[config.mk]
export PLATFORM = sky130hd
export DESIGN_NAME = rc5_decryptor_flat
export DESIGN_NICKNAME = d
export VERILOG_FILES = /design/src/rtl/rc5_decryptor_if.sv /design/src/rtl/rc5_decryptor.sv /design/src/flat_wrapper.sv
export SDC_FILE = /design/constraint.sdc
export NUM_CORES = 2
export LEC_CHECK = 0
export ABC_AREA = 1
export BUFFER_PORTS_ARGS = -buffer_cell sky130_fd_sc_hd__buf_2
export CAP_MARGIN = 20
export CORE_MARGIN = 4
export CORE_UTILIZATION = 45
export DETAILED_ROUTE_END_ITERATION = 12
export SLEW_MARGIN = 20
export SYNTH_ARGS = -nofsm -noshare
export SYNTH_HDL_FRONTEND = slang
export SYNTH_SLANG_ARGS = --single-unit
[constraint.sdc]
create_clock -name clk -period 11.45 [get_ports clk]
set_input_delay 0.5725 -clock clk [delete_from_list [all_inputs] [get_ports clk]]
set_output_delay 0.5725 -clock clk [all_outputs]
set_load 0.01 [all_outputs]
[src/rtl/rc5_decryptor_if.sv]
// Request/response bundle for the RC5-16 decryption engine.
// The requester drives start, num_rounds, key and d_in; the engine returns
// d_out together with the busy/done status.
interface rc5_decryptor_if;
    logic         start;
    logic [4:0]   num_rounds;
    logic [127:0] key;
    logic [31:0]  d_in;
    logic [31:0]  d_out;
    logic         busy;
    logic         done;

    modport master (
        output start, num_rounds, key, d_in,
        input  d_out, busy, done
    );

    modport slave (
        input  start, num_rounds, key, d_in,
        output d_out, busy, done
    );
endinterface

[src/rtl/rc5_decryptor.sv]
// RC5-16/r/16 decryption engine: 32-bit block, 16-bit words, 128-bit key,
// 0..31 rounds. It expands the key itself, then runs one inverse round per clock.
//
// Optional feature: define RC5_KEY_CACHE_EN to keep the last completed key
// expansion. A start with the same key and saturated round count then skips
// INIT and MIX and goes directly to the rounds.
//
// state   | meaning
// --------+-----------------------------------------------------------------
// S_IDLE  | waiting for start; inputs are latched when start is accepted
// S_INIT  | t cycles filling S[i] = P + i*Q
// S_MIX   | 3*max(t,8) cycles mixing the key words into S
// S_ROUND | r cycles of inverse rounds, k counts from r down to 1
// S_FINAL | removes S[0]/S[1] and loads d_out
// S_DONE  | one-cycle done pulse, then back to idle
module rc5_decryptor #(
    parameter int          MAX_ROUNDS = 31,
    parameter logic [15:0] P_CONST    = 16'hB7E1,
    parameter logic [15:0] Q_CONST    = 16'h9E37
) (
    input  logic           clk,
    input  logic           rst,
    rc5_decryptor_if.slave bus
);
    localparam int S_WORDS = 2 * (MAX_ROUNDS + 1);
    localparam int S_AW    = $clog2(S_WORDS);
    localparam int TW      = S_AW + 1;
    // The counter must hold 3*max(t,8)-1, which is at most 191.
    localparam int CW      = 8;

    typedef enum logic [2:0] {
        S_IDLE,
        S_INIT,
        S_MIX,
        S_ROUND,
        S_FINAL,
        S_DONE
    } state_t;

    state_t          r_state;
    state_t          w_next;

    logic [15:0]     r_s [S_WORDS];
    logic [15:0]     r_l [8];

    logic [4:0]      r_r;
    logic [4:0]      r_k;
    logic [TW-1:0]   r_t;
    logic [CW-1:0]   r_cnt;
    logic [S_AW-1:0] r_i;
    logic [2:0]      r_j;
    logic [15:0]     r_sval;
    logic [15:0]     r_ma;
    logic [15:0]     r_mb;
    logic [15:0]     r_da;
    logic [15:0]     r_db;
    logic [31:0]     r_d_out;

    logic            w_accept;
    logic            w_hit;
    logic [4:0]      w_r_sat;
    logic [TW-1:0]   w_t;
    logic [CW-1:0]   w_mix_len;
    logic            w_init_tc;
    logic            w_mix_tc;
    logic            w_round_tc;
    logic            w_i_wrap;
    logic [15:0]     w_mix_a;
    logic [15:0]     w_mix_ab;
    logic [15:0]     w_mix_b;
    logic [15:0]     w_rnd_a;
    logic [15:0]     w_rnd_b;
    logic [S_AW-1:0] w_idx_even;
    logic [S_AW-1:0] w_idx_odd;

    function automatic logic [15:0] rotl16(input logic [15:0] x, input logic [3:0] n);
        logic [31:0] w_d;
        w_d = {x, x} << n;
        return w_d[31:16];
    endfunction

    function automatic logic [15:0] rotr16(input logic [15:0] x, input logic [3:0] n);
        logic [31:0] w_d;
        w_d = {x, x} >> n;
        return w_d[15:0];
    endfunction

    // Request decode, round-count saturation and phase terminal counts.
    always_comb begin
        w_accept   = (r_state == S_IDLE) && bus.start;
        w_r_sat    = (int'(bus.num_rounds) > MAX_ROUNDS) ? 5'(MAX_ROUNDS) : bus.num_rounds;
        w_t        = TW'(2 * (int'(w_r_sat) + 1));
        w_mix_len  = CW'(3 * ((int'(r_t) > 8) ? int'(r_t) : 8) - 1);
        w_init_tc  = (r_cnt == '0);
        w_mix_tc   = (r_cnt == '0);
        w_round_tc = (r_k == 5'd1);
        w_i_wrap   = (r_i == S_AW'(r_t - TW'(1)));
        w_idx_even = S_AW'({r_k, 1'b0});
        w_idx_odd  = S_AW'({r_k, 1'b1});
    end

    // One key-mixing step; B uses the freshly computed A.
    always_comb begin
        w_mix_a  = rotl16(r_s[r_i] + r_ma + r_mb, 4'd3);
        w_mix_ab = w_mix_a + r_mb;
        w_mix_b  = rotl16(r_l[r_j] + w_mix_ab, w_mix_ab[3:0]);
    end

    // One inverse round; A uses the freshly computed B.
    always_comb begin
        w_rnd_b = rotr16(r_db - r_s[w_idx_odd], r_da[3:0]) ^ r_da;
        w_rnd_a = rotr16(r_da - r_s[w_idx_even], w_rnd_b[3:0]) ^ w_rnd_b;
    end

`ifdef RC5_KEY_CACHE_EN
    logic         r_c_valid;
    logic [127:0] r_c_key;
    logic [4:0]   r_c_r;

    assign w_hit = r_c_valid && (bus.key == r_c_key) && (w_r_sat == r_c_r);

    // Cache tag: invalidated when a new expansion starts, validated when it completes.
    always_ff @(posedge clk or negedge rst) begin
        if (!rst) begin
            r_c_valid <= 1'b0;
            r_c_key   <= '0;
            r_c_r     <= '0;
        end else if (w_accept && !w_hit) begin
            r_c_valid <= 1'b0;
            r_c_key   <= bus.key;
            r_c_r     <= w_r_sat;
        end else if ((r_state == S_MIX) && w_mix_tc) begin
            r_c_valid <= 1'b1;
        end
    end
`else
    assign w_hit = 1'b0;
`endif

    // State register.
    always_ff @(posedge clk or negedge rst) begin
        if (!rst) begin
            r_state <= S_IDLE;
        end else begin
            r_state <= w_next;
        end
    end

    // Next-state and status outputs.
    always_comb begin
        w_next    = r_state;
        bus.busy  = 1'b0;
        bus.done  = 1'b0;
        bus.d_out = r_d_out;
        case (r_state)
            S_IDLE: begin
                if (bus.start) begin
                    if (w_hit) begin
                        w_next = (w_r_sat == 5'd0) ? S_FINAL : S_ROUND;
                    end else begin
                        w_next = S_INIT;
                    end
                end
            end
            S_INIT: begin
                bus.busy = 1'b1;
                if (w_init_tc) begin
                    w_next = S_MIX;
                end
            end
            S_MIX: begin
                bus.busy = 1'b1;
                if (w_mix_tc) begin
                    w_next = (r_r == 5'd0) ? S_FINAL : S_ROUND;
                end
            end
            S_ROUND: begin
                bus.busy = 1'b1;
                if (w_round_tc) begin
                    w_next = S_FINAL;
                end
            end
            S_FINAL: begin
                bus.busy = 1'b1;
                w_next   = S_DONE;
            end
            S_DONE: begin
                bus.done = 1'b1;
                w_next   = S_IDLE;
            end
            default: begin
                w_next = S_IDLE;
            end
        endcase
    end

    // Counters, working A/B pairs and the output register.
    always_ff @(posedge clk or negedge rst) begin
        if (!rst) begin
            r_r     <= '0;
            r_k     <= '0;
            r_t     <= '0;
            r_cnt   <= '0;
            r_i     <= '0;
            r_j     <= '0;
            r_sval  <= '0;
            r_ma    <= '0;
            r_mb    <= '0;
            r_da    <= '0;
            r_db    <= '0;
            r_d_out <= '0;
        end else begin
            case (r_state)
                S_IDLE: begin
                    if (w_accept) begin
                        r_r    <= w_r_sat;
                        r_k    <= w_r_sat;
                        r_t    <= w_t;
                        r_cnt  <= CW'(w_t - TW'(1));
                        r_i    <= '0;
                        r_sval <= P_CONST;
                        r_da   <= bus.d_in[15:0];
                        r_db   <= bus.d_in[31:16];
                    end
                end
                S_INIT: begin
                    r_sval <= r_sval + Q_CONST;
                    r_ma   <= '0;
                    r_mb   <= '0;
                    r_j    <= '0;
                    if (w_init_tc) begin
                        r_i   <= '0;
                        r_cnt <= w_mix_len;
                    end else begin
                        r_i   <= r_i + S_AW'(1);
                        r_cnt <= r_cnt - CW'(1);
                    end
                end
                S_MIX: begin
                    r_ma  <= w_mix_a;
                    r_mb  <= w_mix_b;
                    r_i   <= w_i_wrap ? '0 : r_i + S_AW'(1);
                    r_j   <= r_j + 3'd1;
                    r_cnt <= r_cnt - CW'(1);
                end
                S_ROUND: begin
                    r_da <= w_rnd_a;
                    r_db <= w_rnd_b;
                    r_k  <= r_k - 5'd1;
                end
                S_FINAL: begin
                    r_d_out <= {r_db - r_s[1], r_da - r_s[0]};
                end
                default: begin
                end
            endcase
        end
    end

    // S table and key-word copy; contents are meaningless after reset, so no reset.
    always_ff @(posedge clk) begin
        if (w_accept) begin
            for (int n = 0; n < 8; n++) begin
                r_l[n] <= bus.key[16*n +: 16];
            end
        end
        if (r_state == S_INIT) begin
            r_s[r_i] <= r_sval;
        end
        if (r_state == S_MIX) begin
            r_s[r_i] <= w_mix_a;
            r_l[r_j] <= w_mix_b;
        end
    end
endmodule
[src/flat_wrapper.sv]
// flat-port wrapper written by rule: the top's interface ports become plain ports
module rc5_decryptor_flat 
#(
    parameter int          MAX_ROUNDS = 31,
    parameter logic [15:0] P_CONST    = 16'hB7E1,
    parameter logic [15:0] Q_CONST    = 16'h9E37
)
  (clk, rst, bus_start, bus_num_rounds, bus_key, bus_d_in, bus_d_out, bus_busy, bus_done);
  rc5_decryptor_if bus_i ();
  input  logic clk;
  input  logic rst;
  input wire logic [$bits(bus_i.start)-1:0] bus_start;
  input wire logic [$bits(bus_i.num_rounds)-1:0] bus_num_rounds;
  input wire logic [$bits(bus_i.key)-1:0] bus_key;
  input wire logic [$bits(bus_i.d_in)-1:0] bus_d_in;
  output wire logic [$bits(bus_i.d_out)-1:0] bus_d_out;
  output wire logic [$bits(bus_i.busy)-1:0] bus_busy;
  output wire logic [$bits(bus_i.done)-1:0] bus_done;
  assign bus_i.start = bus_start;
  assign bus_i.num_rounds = bus_num_rounds;
  assign bus_i.key = bus_key;
  assign bus_i.d_in = bus_d_in;
  assign bus_d_out = bus_i.d_out;
  assign bus_busy = bus_i.busy;
  assign bus_done = bus_i.done;
  rc5_decryptor #(.MAX_ROUNDS(MAX_ROUNDS), .P_CONST(P_CONST), .Q_CONST(Q_CONST)) u_core (.clk(clk), .rst(rst), .bus(bus_i));
endmodule
Word-level counts from Yosys, hierarchy flattened
Memory sizes are Yosys's and may differ from the RTL's. Cells that the tools add are included.

Reductions and logical operators: 15. Shift operators: 3. Muxes and demuxes: 37. $mul: 1. Bitwise gates (word level): 3. Eq/ne operators: 12. Order comparisons: 1. $add $sub $neg: 17.

Operators with widths (number): 16-bit case mux with 2 select lines (5); 16-bit two-way mux (5); 16-bit adder (4); 32-bit by 4-bit right shift with 16-bit output (2); 16-bit subtractor (4); 3-bit by 32-bit multiplier with 8-bit output, first input constant (1); 32-bit by 4-bit left shift with 32-bit output (1); 16-bit bitwise XOR (2); 8-bit case mux with 3 select lines (1); 3-bit two-way mux (6); 6-bit two-way mux (3); 6-bit case mux with 3 select lines (1); 16-bit adder, second input constant (1); 8-bit two-way mux (2); 16-bit OR reduction (1); 3-bit case mux with 5 select lines (1); 5-bit case mux with 2 select lines (1); 1-bit two-way mux (9); 8-bit zero test (1); 2-bit by 1-bit != test with 1-bit output, second input constant (4); 2-bit AND reduction (4); 7-bit by 1-bit subtractor with 8-bit output, second input constant (1); 8-bit by 1-bit subtractor with 8-bit output, second input constant (1); 8-bit by 2-bit subtractor with 8-bit output, second input constant (1); 23 further kinds (27).

Input port bits: 168. RAM bits: 1152. Output and inout bits: 34. Logic and storage cells: 104. Memories kept: 2. Bits in registers: 148.

Memories: u_core.r_s (depth 64, width 16, read ports 5, clocked after Yosys merged registers in 0, wr ports 1, RTL line rc5_decryptor.sv:43) `logic [15:0] r_s [S_WORDS];`; u_core.r_l (depth 8, width 16, read ports 1, clocked after Yosys merged registers in 0, wr ports 8, RTL line rc5_decryptor.sv:44) `logic [15:0] r_l [8];`.

Depth between registers and ports, before layout
An unclocked memory read counts as a cell.

Depth in word-level cells: 7. Gate-level depth with buffers: 62. Gate-level depth less buffers: 59.

Least setup slack after synthesis
No wires, ideal clock.

Kind: reg-to-reg. Start point: reg u_core.r_i[2]. End point: mem u_core.r_l[1][14] (data pin). Path buffers: 6. Data required time: 11.195 ns. Stages on the path, launching flop included: 55. Setup time: 0.255 ns. Slack: 2.656 ns. Clock period less this slack: 8.794 ns. Data arrival time: 8.539 ns. Path through: dfrtp_1 clkbuf_1 nand2_1 nor2_1 clkbuf_1 clkbuf_1 buf_1 buf_1 nand2_1 nand4_1 a2111oi_0 fa_1 inv_1 ha_1 fa_1 nand3_1 nand2_1 nand2_1 (+19 left out) ha_1 a21oi_1 nand2_1 a21oi_1 o21bai_1 a21oi_1 o21bai_1 nand3_1 nand2_1 nand3_1 o21ai_0 or2_2 nand3_1 nand3_1 nand3_1 nand3_1 nand3_1 nand2_1.

RTL lines: from (decl) (RTL line rc5_decryptor.sv:50) `logic [S_AW-1:0] r_i;`; from (signal assigned) (RTL line rc5_decryptor.sv:235) `r_i <= r_i + S_AW'(1);`; from (signal assigned) (RTL line rc5_decryptor.sv:242) `r_i <= w_i_wrap ? '0 : r_i + S_AW'(1);`; to (decl) (RTL line rc5_decryptor.sv:44).

==> metrics <==
status finished clean; endpoint class of the critical path register; fin crit share 0.954; final worst path period need 10.92 ns; Chip Width 398 microns; Synthesized Nets 7476; setup tns final 0 ns; critical path startpoint u_core.r_i[0]$_DFFE_PN0P_; Via-to-Cell Ratio 6.46; post_cts resized 0; antenna viol nets, final 0; post-CTS setup buffers 0; max incr delay on CP 1.15 ns; Yosys reg bits 1300; # setup viols final 0; RSZ-0062 raised after global routing false; startpoint types register; Slew Viols, Final 0; Post-Layout Cell Count 9388; Synth Area per Inst 9.55 sq um; Max Buffers Root-to-Sink 3; Worst Setup Path Type reg -> reg; fraction of registers with async set/reset 0.114; Area contributors post-synth edfxtp_1 (51%), nand2_1 (7.3%), o21ai_0 (6.0%); Reg-to-Reg Start u_core.r_i[0]$_DFFE_PN0P_; Arr. time, crit path 11.46 ns; GRT overflow 0; share of post-route cells with drive strength above 1 0.102; f_max 91.5 MHz; CTS tree yes; Finished Core Util 0.512; via count 60600; row cnt 142; IO Port Bufs 201; flop2flop setup slack 0.53 ns; largest net degree at the start of global routing 166; Mapped Area 68400 sq um; nets@finish 7564; CTS HTree Levels 4; top cell type's share of synthesized area 0.506; Final Hold Vio Count 0; R2R cell count 58; commonest non-fill, non-tap cell in the layout nand2_1; hold_buf cts 11; CP max stage cell a2111oi_1; critical path endpoint u_core.r_l[7][2]$_DFFE_PP_; initial antenna violation count 12; gr usage total 0.346; Worst R2R End u_core.r_l[7][2]$_DFFE_PP_; Post-Route WL 283000 microns; MaxCap Viol Count 0; Post-synth EDFFs 1152; I/O pins 202; Post-route DRC 0; WL/cell 30.1 microns; Die ar. 158000 sq um; Worst Setup Slack, final 0.525 ns; Core Region 150000 sq um; Synth cell types 65; Least-Margin Pin Slew 1.39 ns; Area Growth Syn to Fin 12.6%; Worst Hold Class in -> reg; most common flop cell mapped by yosys edfxtp_1; first-pass GRT wire length 398000 microns; Critical Path RT 11.99 ns; CTS Buf Count 147; post-synthesis sequential area ratio 0.560; Initial DRC Count 9660; Final HPWL DP 183000 microns; Starting Density 0.455; Placed Instances 9103; commonest cells after routing, fill and taps aside nand2_1 (1327), edfxtp_1 (1152), o21ai_0 (813); routability cong. 0.998; Final Skew 0.0376 ns; worst-skew pair later-pin latency 0.80 ns; Synth area leader edfxtp_1; number of global-route vias before repair 55600; synthesized instance count 7160; Max Fanout on Critical Path 22; clock-pin slew on the worst setup and hold paths 0.06 ns; Ys Warns 0; total clock sinks 1300; dpl ws 1.07 ns; Chip Height 398 microns; DRT Pass-1 Iters 9; Top cell by count, worst path nand2_1; Max-slew headroom 0.0603; Root Buffer clkbuf_16
==> worst min path at each step <==
stage                                                start  slack (ns)                               end  cells past startpoint
after global placement    u_core.bus.d_out[27]$_DFFE_PN0P_        0.46  u_core.bus.d_out[27]$_DFFE_PN0P_                      2
final                                         bus_d_in[28]        0.05       u_core.r_db[12]$_DFFE_PN0P_                      2
after detailed placement         u_core.r_r[2]$_DFFE_PN0P_        0.47         u_core.r_r[2]$_DFFE_PN0P_                      2
after global routing                          bus_d_in[28]        0.03       u_core.r_db[12]$_DFFE_PN0P_                      2
after CTS                                     bus_d_in[28]       0.009       u_core.r_db[12]$_DFFE_PN0P_                      2
after floorplan                                        rst        0.28   u_core.bus.d_out[0]$_DFFE_PN0P_                      0
==> worst max-delay path, delay by kind of cell (launching register included) <==
family / cells / cell delay [ns]
adder cells (fa/ha/maj): 4 / 1.45
flip-flops: 1 / 0.51
buffers and inverters: 5 / 1.54
AND/OR/NAND/NOR: 25 / 2.35
XOR/XNOR: 4 / 0.76
AO/OA/AOI/OAI: 20 / 4.04
==> synthesized netlist by cell type (all sizes together) (7+ instances only) <==
master,number
edfxtp,1152
clkbuf,346
a22oi,135
o2111ai,34
o211ai,42
o22ai,135
o311ai,12
o2bb2ai,21
a22o,51
a2111oi,7
a221oi,144
dfrtp,148
nand4,107
ha,120
o21bai,18
nor3,29
nor2,689
fa,28
xor2,82
buf,102
a211oi,20
nand3,603
a31oi,17
inv,475
a21oi,275
o21ai,836
clkinv,13
xnor2,32
a221o,15
nand2,1347
o31ai,8
o221ai,59
or2,15
==> routing by layer <==
metal	up-vias	wire length [microns]	global-route usage
li1	26000	-	-
met4	4	18400	0.187
met2	4509	123000	0.519
met3	795	36300	0.0916
met1	29300	106000	0.459
met5	-	26	0
==> metrics by stage <==
stage / area, sq um / hold slack [ns]
global placement: 72000 / 0.460
finish: 77000 / 0.0541
CTS: 76900 / 0.00853
detailed placement: 72000 / 0.467
global route: 77000 / 0.0318
floorplan: 68400 / 0.277
==> final cells by class <==
type	count	area, sq um
diodes	4	10.0
clock buffers	185	4020
clock inverters	84	777
fillers	13800	73300
inverters	488	1860
multi-input cells	4924	26800
flip-flops and latches	1300	38300
well taps	2016	2520
repair buffers	387	2680
==> registers in the layout, summed over array words and instances, names as in the netlist <==
| name | count |
|---|---|
| u_core.bus.d_out | 32 |
| u_core.r_cnt | 8 |
| u_core.r_da | 16 |
| u_core.r_db | 16 |
| u_core.r_i | 6 |
| u_core.r_j | 3 |
| u_core.r_k | 5 |
| u_core.r_l | 128 |
| u_core.r_ma | 16 |
| u_core.r_mb | 16 |
| u_core.r_r | 5 |
| u_core.r_s | 1024 |
| u_core.r_state | 3 |
| u_core.r_sval | 16 |
| u_core.r_t | 6 |
==> cells by family (layout without fill, tap and decap cells) <==
kind of cell,Yosys count,in the layout,share of synthesized area
mux,4,4,0.000586
compound gates,1858,1858,0.168
other cells,0,4,0
simple gates,2800,2800,0.174
buf+inv,936,1144,0.0528
fa+ha+maj,148,148,0.0302
xor+xnor,114,114,0.0146
flops,1300,1300,0.560
Power is not shown: default switching activity piles up to over one toggle a cycle in this logic, so the estimate is an artifact.
